### config.mk
export PLATFORM = sky130hd
export DESIGN_NAME = priority_irq_ctrl
export DESIGN_NICKNAME = d
export VERILOG_FILES = /design/src/rtl/priority_irq_ctrl.sv
export SDC_FILE = /design/constraint.sdc
export NUM_CORES = 1
export LEC_CHECK = 0
export CAP_MARGIN = 0
export CELL_PAD_IN_SITES_DETAIL_PLACEMENT = 1
export CELL_PAD_IN_SITES_GLOBAL_PLACEMENT = 1
export CORE_MARGIN = 2
export CORE_UTILIZATION = 28
export CTS_BUF_LIST = sky130_fd_sc_hd__clkbuf_16
export CTS_CLUSTER_DIAMETER = 100
export DETAILED_ROUTE_END_ITERATION = 16
export GPL_TIMING_DRIVEN = 0
export PLACE_DENSITY_LB_ADDON = 0.1
export SLEW_MARGIN = 20
export SYNTH_ARGS = -nofsm -noshare
export SYNTH_HDL_FRONTEND = slang
export SYNTH_SLANG_ARGS = --single-unit
export TNS_END_PERCENT = 30
### constraint.sdc
create_clock -name clk -period 3.85 [get_ports clk]
set_clock_uncertainty 0.05 [all_clocks]
set_input_delay 0.5775 -clock clk [delete_from_list [all_inputs] [get_ports clk]]
set_output_delay 0.5775 -clock clk [all_outputs]
set_load 0.02 [all_outputs]
### src/rtl/priority_irq_ctrl.sv
// priority_irq_ctrl
// Registered, parametrised priority interrupt controller. Request lines are
// latched into a pending register, then qualified by a per-line enable mask.
// One winning index is presented with a valid/ack handshake.
// Priority is either fixed (highest index wins) or round-robin (descending
// search starting at a rotating pointer).
//
// Ports:
//   clk      - clock, all state updates on the rising edge
//   rst      - synchronous, active-high reset
//   req      - N request lines; a 1 sets the matching pending bit
//   mask     - N enables; 1 = eligible for grant, 0 = held pending only
//   ack      - consumer accepts the current grant
//   y        - granted index (registered)
//   valid    - y is a live grant (registered)
//   pending  - pending register (registered)
module priority_irq_ctrl #(
  parameter int N    = 8,
  parameter int W    = $clog2(N),
  parameter int MODE = 0
) (
  input  logic         clk,
  input  logic         rst,
  input  logic [N-1:0] req,
  input  logic [N-1:0] mask,
  input  logic         ack,
  output logic [W-1:0] y,
  output logic         valid,
  output logic [N-1:0] pending
);

  logic [W-1:0] rr;
  logic         take;
  logic [N-1:0] clr;
  logic [N-1:0] cand;
  logic [W-1:0] sel;
  logic         any;

  // Handshake decode: a grant is consumed only when it is live and acked.
  // The consumed line is removed from the candidate set so that the next
  // grant can be chosen in the same cycle, giving one grant per clock.
  always_comb begin
    take = valid & ack;
    clr  = '0;
    if (take) begin
      clr[y] = 1'b1;
    end
    cand = pending & mask & ~clr;
    any  = |cand;
  end

  // Winner selection over the candidate set. Fixed mode lets the highest
  // index overwrite lower ones. Round-robin walks the indices from furthest
  // to nearest in the descending order rr, rr-1, ... with wrap, so the entry
  // at rr itself is written last and therefore has top priority. The wrap is
  // done by explicit addition so that non-power-of-2 N also works.
  always_comb begin
    int           t;
    logic [W-1:0] ix;
    sel = '0;
    t   = 0;
    ix  = '0;
    if (MODE == 0) begin
      for (int i = 0; i < N; i++) begin
        if (cand[i]) begin
          sel = W'(i);
        end
      end
    end else begin
      for (int k = N - 1; k >= 0; k--) begin
        t = int'(rr) - k;
        if (t < 0) begin
          t = t + N;
        end
        ix = W'(t);
        if (cand[ix]) begin
          sel = ix;
        end
      end
    end
  end

  // State registers. A live grant that has not been acked is frozen so the
  // consumer never sees it revoked. Otherwise the output register reloads
  // from the current selection. Requests re-set pending bits after the
  // clear, so a line that requests again while being acked stays pending.
  // The round-robin pointer moves only when a grant is consumed.
  always_ff @(posedge clk) begin
    if (rst) begin
      pending <= '0;
      valid   <= 1'b0;
      y       <= '0;
      rr      <= W'(N - 1);
    end else begin
      pending <= (pending & ~clr) | req;
      if (!(valid && !ack)) begin
        valid <= any;
        y     <= any ? sel : '0;
      end
      if (take) begin
        rr <= (y == '0) ? W'(N - 1) : (y - W'(1));
      end
    end
  end

endmodule
==> results.ini, run 1 <==
[outcome]
outcome=completed

[detailed_routing]
drc=0
detail-route-antenna-nets=0
wl_um=1997
dr.pass1.iters=4
drt-initial-drc-count=6
wl_per_cell_um=13.87
vias_per_cell=5.042
num_vias=726

[finish]
final_cell_area_mm2=0.001039
nFillCells=283
nets=136
fin_util_pct=47.87
n_antenna_cell=0
drive_above_1_share_pct=6.034
area_growth_pct=66.33

[worst_setup_path]
timing.rr.start=y[1]
crit_fanout=5
cp.arrival_ns=2.40
crit_path_end_kind=register
path_delay_family=simple AND/OR/NAND/NOR gates
worst-path-buf-inv=1
critPathLaunch=ack
crit_slowest_cell=clkdlybuf4s50_1
critPathLaunchType=input port
crit_type=input port to register
crit_required_ns=3.92
cpPeakStageDelay_ns=0.52
crit_chain=clkdlybuf4s50_1 -> and4_1 -> a31oi_1 -> or3_1 -> o311ai_1 -> o22ai_1

[clocking]
cts-root-buf=clkbuf_16
cts_resized=0
clock-sinks=12
cts.reportedPaths.clkPinSlew_ns=0.05
cts_buffer_depth=2
insertion_delay_ns=0.24
cts_made_buffers=3
post_cts_buffers=0
cts_tree=done
cts.htree.levels=1
postCtsHoldBufs=0

[synth]
avgSynthCellArea_um2=7.614
syn_nets=101
synthAdderAreaFrac_pct=0
synth_top_family_by_area=simple AND/OR/NAND/NOR gates
synth_compound_area_share_pct=26.85
synth_cell_types=30
synth.top_cells.by_area=dfxtp_1 (38%), a21oi_1 (10%), nand2_1 (7.8%), nor2_1 (6.0%), a211oi_1 (2.4%)
netlist_instances=82
syn_area_um2=624.3
synthesis.yosys.warnings=0
seq_area_frac_synth_pct=38.48
muxShareOfSynthArea_pct=0
synth_area_leader_cell=dfxtp_1
yosysTopAreaCellShare_pct=38.48
synth_simple_gate_area_share_pct=30.46
synth-xor-area-share_pct=0
synth-seq-cells=12

[power_and_ir_drop]
finalPower_uw=444.4
p_seq_share_pct=33.2
p_int_uw=326.2
switching_power_uw=118.2
peakVddDrop_mv=0.1973
combPwrFrac_pct=22.6
p_leak_nw=0.3997
pwr-share-clk_pct=44.2
powerDensity_mw_per_mm2=427.9
swShare_pct=26.59

[timing]
slew_headroom_pct=66.30
final.setup.tns_ns=0
period_needed_ns=2.332
rsz0062_at_grt=no
slew_violations=0
holdWs_ns=0.4556
worstMarginPinSlew_ns=0.5055
setup_viol=0
fmax_mhz=428.9
timing.final.crit_share_pct=60.56
hold_viol_final=0

[die]
core_area_mm2=0.002170
start_util_pct=28.78
dieWidth_um=51.22
dieArea_mm2=0.002623
row_count=17
num_io_pins=31
die_y_um=51.22

[run]
maxCapViolations=0

[worst_hold_path]
hold_start=pending[4]
hold_path_class=register to register

[grt]
grt.total_usage_pct=16.63
grt_max_degree=11
grt_pass1_vias=717
overflow=0
grt_first_pass_wirelength_um=3243
grt_antenna_before_repair=0

[placed_design]
dpl.hpwl_um=1495
placed_area_um2=959.7
place_congestion=0.7884
port_buffers=30

## routing by layer
| metal | vias to the layer above | GRT usage [%] | wire, um |
|---|---|---|---|
| li1 | 366 | - | - |
| met1 | 337 | 18.71 | 915 |
| met2 | 18 | 29.87 | 955 |
| met3 | 5 | 3.216 | 88 |
| met4 | 0 | 7.895 | 39 |
| met5 | - | 0 | 0 |
## cells by family (layout without fill, tap and decap cells)
family / count (synthesis) / in the layout
AND/OR/NAND/NOR: 38 / 38
AO/OA/AOI/OAI: 27 / 27
flip-flops: 12 / 12
buffers and inverters: 5 / 39
## flip-flops by register name, summed over array words and instances, names as in the netlist
signal,count
y,3
valid,1
pending,8
## path summary, 6_finish.rpt
path                              endpoint  slack [ns]  depth (start not counted)
worst min register to register  pending[4]        0.46                          2
worst max register to register        y[0]        1.85                          5
worst min-delay path            pending[4]        0.46                          2
worst max-delay path                  y[0]        1.52                          6
## cells in the mapped netlist
cell,instances
a21oi_1,13
nand2_1,13
dfxtp_1,12
nor2_1,10
inv_1,3
a211oi_1,2
a31oi_1,2
and3_1,2
nand3_1,2
nor3_1,2
o21ai_0,2
a221o_1,1
a22oi_1,1
a2bb2oi_1,1
a31o_2,1
and2_1,1
and2b_2,1
and3b_1,1
and4_1,1
buf_6,1
clkbuf_1,1
nand3b_1,1
nand4b_1,1
o211ai_1,1
o21bai_1,1
o22ai_1,1
o311ai_1,1
or2b_1,1
or2b_2,1
or3_1,1
## worst min-delay path: cells and delay by family, from the launching register on
family,cells,cell delay [ns]
AOI/OAI and AO/OA,1,0.07
and+or+nand+nor,1,0.07
DFF,1,0.34
## power groups by stage
stage | clock (mW) | sequential (mW) | combinational [mW]
floorplan | 0 | 0.160 | 0.0381
global placement | 0 | 0.149 | 0.0985
detailed placement | 0 | 0.150 | 0.100
CTS | 0.200 | 0.147 | 0.102
global route | 0.206 | 0.149 | 0.109
finish | 0.196 | 0.147 | 0.101
## per-stage QoR
stage,cells,setup WS [ns]
after floorplan,82,2.052
after global placement,140,1.368
after detailed placement,140,1.344
after CTS,144,1.503
after global routing,144,1.377
final,144,1.518
## layout make-up
type,instances,area [um2],share of cell area (%)
inverter,3,11.26,1.084
sequential,12,240.2,23.13
buffer,2,15.01,1.446
clock inverter,1,3.754,0.3614
timing repair buffer,30,300.3,28.92
multi-input combinational,65,357.8,34.46
tap,28,35.03,3.373
clock buffer,3,75.07,7.229
## placed cells by master, fill, tap and decap left out
| master | count |
|---|---|
| clkdlybuf4s50_1 | 30 |
| nand2_1 | 13 |
| a21oi_1 | 13 |
| dfxtp_1 | 12 |
| nor2_1 | 10 |
| inv_1 | 3 |
| clkbuf_16 | 3 |
| nand3_1 | 2 |
| a31oi_1 | 2 |
| and3_1 | 2 |
| nor3_1 | 2 |
| a211oi_1 | 2 |
| o21ai_0 | 2 |
| clkbuf_1 | 1 |
| and3b_1 | 1 |
| buf_6 | 1 |
| or2b_2 | 1 |
| and4_1 | 1 |
| nand3b_1 | 1 |
| a22oi_1 | 1 |
| and2b_2 | 1 |
| or3_1 | 1 |
| nand4b_1 | 1 |
| o21bai_1 | 1 |
| a2bb2oi_1 | 1 |
| a31o_2 | 1 |
| and2_1 | 1 |
| a221o_1 | 1 |
| o211ai_1 | 1 |
| or2b_1 | 1 |
| o311ai_1 | 1 |
| o22ai_1 | 1 |
| clkinv_1 | 1 |
No activity file was read; power rests on OpenSTA's default activity.
==> run 2, diff against run 1 <==
--- a/config.mk
+++ b/config.mk
@@ -9,7 +9,7 @@
 export CELL_PAD_IN_SITES_DETAIL_PLACEMENT = 1
 export CELL_PAD_IN_SITES_GLOBAL_PLACEMENT = 1
 export CORE_MARGIN = 2
-export CORE_UTILIZATION = 28
+export CORE_UTILIZATION = 24
 export CTS_BUF_LIST = sky130_fd_sc_hd__clkbuf_16
 export CTS_CLUSTER_DIAMETER = 100
 export DETAILED_ROUTE_END_ITERATION = 16
==> constraint.sdc (replaced) <==
create_clock -name clk -period 1.9 [get_ports clk]
set_clock_uncertainty 0.05 [all_clocks]
set_input_delay 0.285 -clock clk [delete_from_list [all_inputs] [get_ports clk]]
set_output_delay 0.285 -clock clk [all_outputs]
set_load 0.02 [all_outputs]
==> run 2 against run 1 <==
Effect of this change: count of clock-buffer cells in the layout did not move; utilization decreased by 5.1 points; largest power group unchanged; combinational power rose by 110%.
==> results.ini, run 2 (same netlist as run 1, synthesis figures left out) <==
[die]
die_y_um=55.01  ; +7.4%
start_util_pct=25.20  ; -3.6 points
num_io_pins=31  ; unchanged
row_count=18  ; +1
dieArea_mm2=0.003026  ; +15%
dieWidth_um=55.01  ; +7.4%
core_area_mm2=0.002477  ; +14%

[clocking]
cts.reportedPaths.clkPinSlew_ns=0.05  ; about the same
cts_tree=done
cts_buffer_depth=2  ; unchanged
cts-root-buf=clkbuf_16
postCtsHoldBufs=0  ; unchanged
cts_made_buffers=3  ; unchanged
clock-sinks=12  ; unchanged
insertion_delay_ns=0.24  ; about the same
cts.htree.levels=1  ; unchanged

[finish]
nets=136  ; unchanged
final_common_cell=clkdlybuf4s50_1
nFillCells=308  ; +8.8%
reg.largest.list=pending x8, y x3, valid x1
regMostFlops=pending
largest_reg_flops=8  ; unchanged
layout_common_cells=clkdlybuf4s50_1 (29), nand2_1 (13), a21oi_1 (13), dfxtp_1 (11), nor2_1 (10)
fin_util_pct=42.78  ; -5.1 points
n_antenna_cell=0  ; unchanged
area_growth_pct=69.74
final_cell_area_mm2=0.001060  ; +2.0%
drive_above_1_share_pct=11.30  ; +5.3 points

[timing]
rsz0062_at_grt=no
final.setup.tns_ns=0  ; unchanged
slew_violations=0  ; unchanged
worstMarginPinSlew_ns=0.4947  ; -0.01076 ns
period_needed_ns=1.825
slew_headroom_pct=67.02  ; +0.72 points
final.setup.worst_slack_ns=0.07470  ; -1.444 ns
hold_viol_final=0  ; unchanged
timing.final.crit_share_pct=96.07
fmax_mhz=547.9
setup_viol=0  ; unchanged

[worst_hold_path]
min_path_cells=2  ; unchanged
worstHoldEndpoint=pending[2]
hold_start=pending[2]
hold_path_class=register to register

[power_and_ir_drop]
powerDensity_mw_per_mm2=850.0  ; +99%
finalPower_uw=900.8  ; +100%
p_leak_nw=0.4014  ; +0.42%
peakVddDrop_mv=0.5863  ; +200%

[worst_setup_path]
crit_slowest_cell=clkdlybuf4s50_1
cpPeakStageDelay_ns=0.45  ; -0.07 ns
crit_required_ns=1.98  ; -1.94 ns
crit_type=input port to register
critPathLaunchType=input port
timing.rr.start=y[0]
crit_path_end_kind=register
rr_worst_depth=6  ; +1
crit_fanout=3  ; -2
regToRegSetupSlack_ns=0.09  ; -1.76 ns
cp.arrival_ns=1.90  ; -0.50 ns
crit_chain=clkdlybuf4s50_1 -> a22oi_1 -> a31oi_2 -> or3_4 -> o311ai_2 -> o22ai_1
rr_endpoint=y[0]

[grt]
grt.total_usage_pct=16.05  ; -0.58 points
grt_max_degree=11  ; unchanged
grt_pass1_vias=725  ; +1.1%
overflow=0  ; unchanged
grt_first_pass_wirelength_um=3305  ; +1.9%
grt_antenna_before_repair=0  ; unchanged

[detailed_routing]
num_vias=718  ; -1.1%
drt-initial-drc-count=3  ; -3
drc=0  ; unchanged
dr.pass1.iters=4  ; unchanged
detail-route-antenna-nets=0  ; unchanged
wl_per_cell_um=14.61  ; +5.3%
wl_um=2118  ; +6.1%
vias_per_cell=4.952  ; -1.8%

[placed_design]
placed_area_um2=962.2  ; +0.26%
dpl.hpwl_um=1539  ; +2.9%
post-place-ws_ns=-0.3338  ; -1.678 ns
port_buffers=30  ; unchanged
place_congestion=0.7199  ; -8.7%

[outcome]
outcome=completed

[run]
maxCapViolations=0  ; unchanged

[run 2: per-stage QoR]
step	cells	hold slack [ns]
3_3_place_gp	142	0.4294
5_1_grt	145	0.4951
6_report	145	0.4451
3_5_place_dp	142	0.4479
2_1_floorplan	82	0.3078
4_1_cts	145	0.4541
[run 2: power breakdown]
part / switching (mW) / internal, mW / leakage, nW
clock network: 0.113 / 0.275 / 0.0370
registers: 0.0248 / 0.275 / 0.101
logic: 0.100 / 0.112 / 0.264
[run 2: worst max-delay path by stage]
stage	from	slack [ns]	end	depth (start not counted)
2_1_floorplan	y[1]	0.12	y[0]	5
3_3_place_gp	ack	-0.31	y[0]	6
3_5_place_dp	ack	-0.33	y[0]	6
4_1_cts	y[1]	0.06	y[0]	5
5_1_grt	y[0]	0.04	y[0]	6
6_report	mask[6]	0.07	y[0]	6
[run 2: metal layers]
| metal | global-route usage, % | wire length (um) |
|---|---|---|
| met3 | 5.914 | 132 |
| met5 | 0 | 0 |
| met4 | 4.878 | 16 |
| met2 | 26.98 | 1037 |
| met1 | 18.95 | 932 |
[run 2: worst max-delay path, delay by kind of cell]
kind / cells / cell delay [ns]
AOI/OAI and AO/OA: 4 / 0.73
buffers and inverters: 1 / 0.45
and+or+nand+nor: 1 / 0.42
[run 2: cell type report]
class | count | area [um2] | area share (%)
buffer | 2 | 15.01 | 1.417
multi-input combinational | 65 | 380.4 | 35.89
timing repair buffer | 30 | 299.0 | 28.22
clock buffer | 3 | 75.07 | 7.084
inverter | 3 | 11.26 | 1.063
tap | 30 | 37.54 | 3.542
sequential | 12 | 241.5 | 22.79
[run 2: timing repair]
item,CTS,global route
cloned,0,0
pin swaps,1,0
endpoints found under the hold margin,0,0
setup buffers,0,0
resized for setup,6,1
endpoints found under the setup margin,1,2
==> run 3, diff against run 2 <==
--- a/config.mk
+++ b/config.mk
@@ -13,7 +13,6 @@
 export CTS_BUF_LIST = sky130_fd_sc_hd__clkbuf_16
 export CTS_CLUSTER_DIAMETER = 100
 export DETAILED_ROUTE_END_ITERATION = 16
-export GPL_TIMING_DRIVEN = 0
 export PLACE_DENSITY_LB_ADDON = 0.1
 export SLEW_MARGIN = 20
 export SYNTH_ARGS = -nofsm -noshare
==> run 3 against run 2 <==
Effect of this change: non-clock buffer count up 8; worst hold slack better by 0.018 ns; highest routed layer unchanged; count of clock-buffer cells in the layout unchanged; combinational power up 4%; design area up 5.4%; fmax up 4.4%.
==> results.ini, run 3 (same netlist as run 1, synthesis figures left out) <==
[clocking]
cts_tree=done
insertion_delay_ns=0.24  ; about the same
cts.reportedPaths.clkPinSlew_ns=0.04  ; about the same
clock-sinks=12  ; unchanged
cts_made_buffers=3  ; unchanged
cts.htree.levels=1  ; unchanged
cts_buffer_depth=2  ; unchanged
post_cts_buffers=0  ; unchanged
cts-root-buf=clkbuf_16

[timing]
final.setup.tns_ns=0  ; unchanged
fmax_mhz=572.0  ; +4.4%
holdWs_ns=0.4627  ; +0.01761 ns
slew_headroom_pct=75.91  ; +8.9 points
setup_viol=0  ; unchanged
rsz0062_at_grt=no
timing.final.crit_share_pct=92.01  ; -4.1 points
worstMarginPinSlew_ns=0.3599  ; -0.1348 ns
hold_viol_final=0  ; unchanged
slew_violations=0  ; unchanged
period_needed_ns=1.748  ; -0.07715 ns

[detailed_routing]
num_vias=756  ; +5.3%
dr.pass1.iters=4  ; unchanged
vias_per_cell=4.941  ; -0.21%
drt-initial-drc-count=3  ; unchanged
drc=0  ; unchanged
wl_per_cell_um=13.97  ; -4.4%
wl_um=2137  ; +0.90%
detail-route-antenna-nets=0  ; unchanged

[grt]
grt_max_degree=11  ; unchanged
grt_antenna_before_repair=0  ; unchanged
grt.total_usage_pct=16.09  ; +0.038 points
grt_first_pass_wirelength_um=3346  ; +1.2%
grt_pass1_vias=750  ; +3.4%
overflow=0  ; unchanged

[power_and_ir_drop]
combPwrFrac_pct=24.3  ; +0.7 points
powerDensity_mw_per_mm2=817.0  ; -3.9%
p_leak_nw=0.4517  ; +13%
pwr-share-clk_pct=42.7  ; -0.4 points
peakVddDrop_mv=0.6552  ; +12%
p_int_uw=673.7  ; +1.8%
swShare_pct=26.20  ; -0.30 points
finalPower_uw=912.9  ; +1.3%
switching_power_uw=239.2  ; +0.19%
p_seq_share_pct=33.1  ; -0.2 points

[worst_setup_path]
crit_fanout=3  ; unchanged
crit_type=input port to register
crit_slowest_cell=clkdlybuf4s50_1
crit_required_ns=1.98  ; about the same
cp.arrival_ns=1.82  ; -0.08 ns
crit_chain=clkdlybuf4s50_1 -> a22oi_1 -> a31oi_1 -> or3_4 -> o311ai_2 -> o22ai_1
cpPeakStageDelay_ns=0.44  ; about the same
crit_path_end_kind=register
critPathLaunchType=input port

[placed_design]
port_buffers=30  ; unchanged
dpl.cell_count=150  ; +5.6%
placed_area_mm2=0.001022  ; +6.2%
dpl.hpwl_um=1623  ; +5.5%
place_congestion=0.7568  ; +5.1%

[die]
start_util_pct=25.20  ; unchanged
dieArea_mm2=0.003026  ; unchanged
num_io_pins=31  ; unchanged
row_count=18  ; unchanged
dieWidth_um=55.01  ; unchanged
core_area_mm2=0.002477  ; unchanged
die_y_um=55.01  ; unchanged

[finish]
nFillCells=312  ; +1.3%
regMostFlops=pending
largest_reg_flops=8  ; unchanged
drive_above_1_share_pct=17.07  ; +5.8 points
final_cell_area_mm2=0.001117  ; +5.4%
nets=144  ; +5.9%
n_antenna_cell=0  ; unchanged
area_growth_pct=78.96
layout_common_cells=clkdlybuf4s50_1 (29), nand2_1 (13), a21oi_1 (13)
finalNonFillerCells=153  ; +5.5%
reg.largest.list=pending x8, y x3, valid x1
final_common_cell=clkdlybuf4s50_1

[outcome]
outcome=completed

[run]
maxCapViolations=0  ; unchanged

[worst_hold_path]
hold_path_class=register to register

run 3: worst max-delay path, delay by kind of cell:
kind	cells	cell delay, ns
AO/OA/AOI/OAI	4	0.69
buffers and inverters	1	0.44
AND/OR/NAND/NOR	1	0.41
run 3: power by group through the flow:
stage / clock network, mW / logic (mW) / registers [mW]
finish: 0.390 / 0.221 / 0.302
global route: 0.408 / 0.243 / 0.306
CTS: 0.402 / 0.218 / 0.300
detailed placement: 0 / 0.216 / 0.304
global placement: 0 / 0.215 / 0.303
floorplan: 0 / 0.0773 / 0.324
run 3: layer usage:
| layer | global-route usage [%] | part of all wire (%) | up-vias |
|---|---|---|---|
| met5 | 0 | 0 | - |
| met4 | 7.317 | 1.6 | 0 |
| met3 | 5.914 | 5.6 | 4 |
| met2 | 24.60 | 46 | 20 |
| met1 | 20.03 | 47 | 354 |
| li1 | - | - | 378 |
run 3: repair_timing:
item                                    4_1_cts  5_1_grt
resized for setup                             0        6
hold buffers                                  0        0
endpoints found under the setup margin        0        2
run 3: path summary, 6_finish.rpt:
kind / startpoint / endpoint / slack (ns) / cells after the start
worst min register to register: pending[2] / pending[2] / 0.46 / 2
worst min-delay path: pending[2] / pending[2] / 0.46 / 2
worst max-delay path: mask[6] / y[0] / 0.15 / 6
worst max register to register: y[2] / y[0] / 0.17 / 5
run 3: per-stage QoR:
step	util (%)	worst slack [ns]
floorplan	-	0.1228
global placement	41.26	-0.1332
detailed placement	41.26	-0.2149
CTS	44.29	0.01972
global route	45.10	0.03037
finish	45.10	0.1518
run 3: cell type report:
type                            count  area, um2  area share, %
Inverter                            3      11.26          1.008
Clock buffer                        3      75.07          6.719
Tap cell                           30      37.54          3.359
Sequential cell                    12      242.7          21.72
Timing Repair Buffer               40      377.9          33.82
Multi-Input combinational cell     65      372.9          33.37
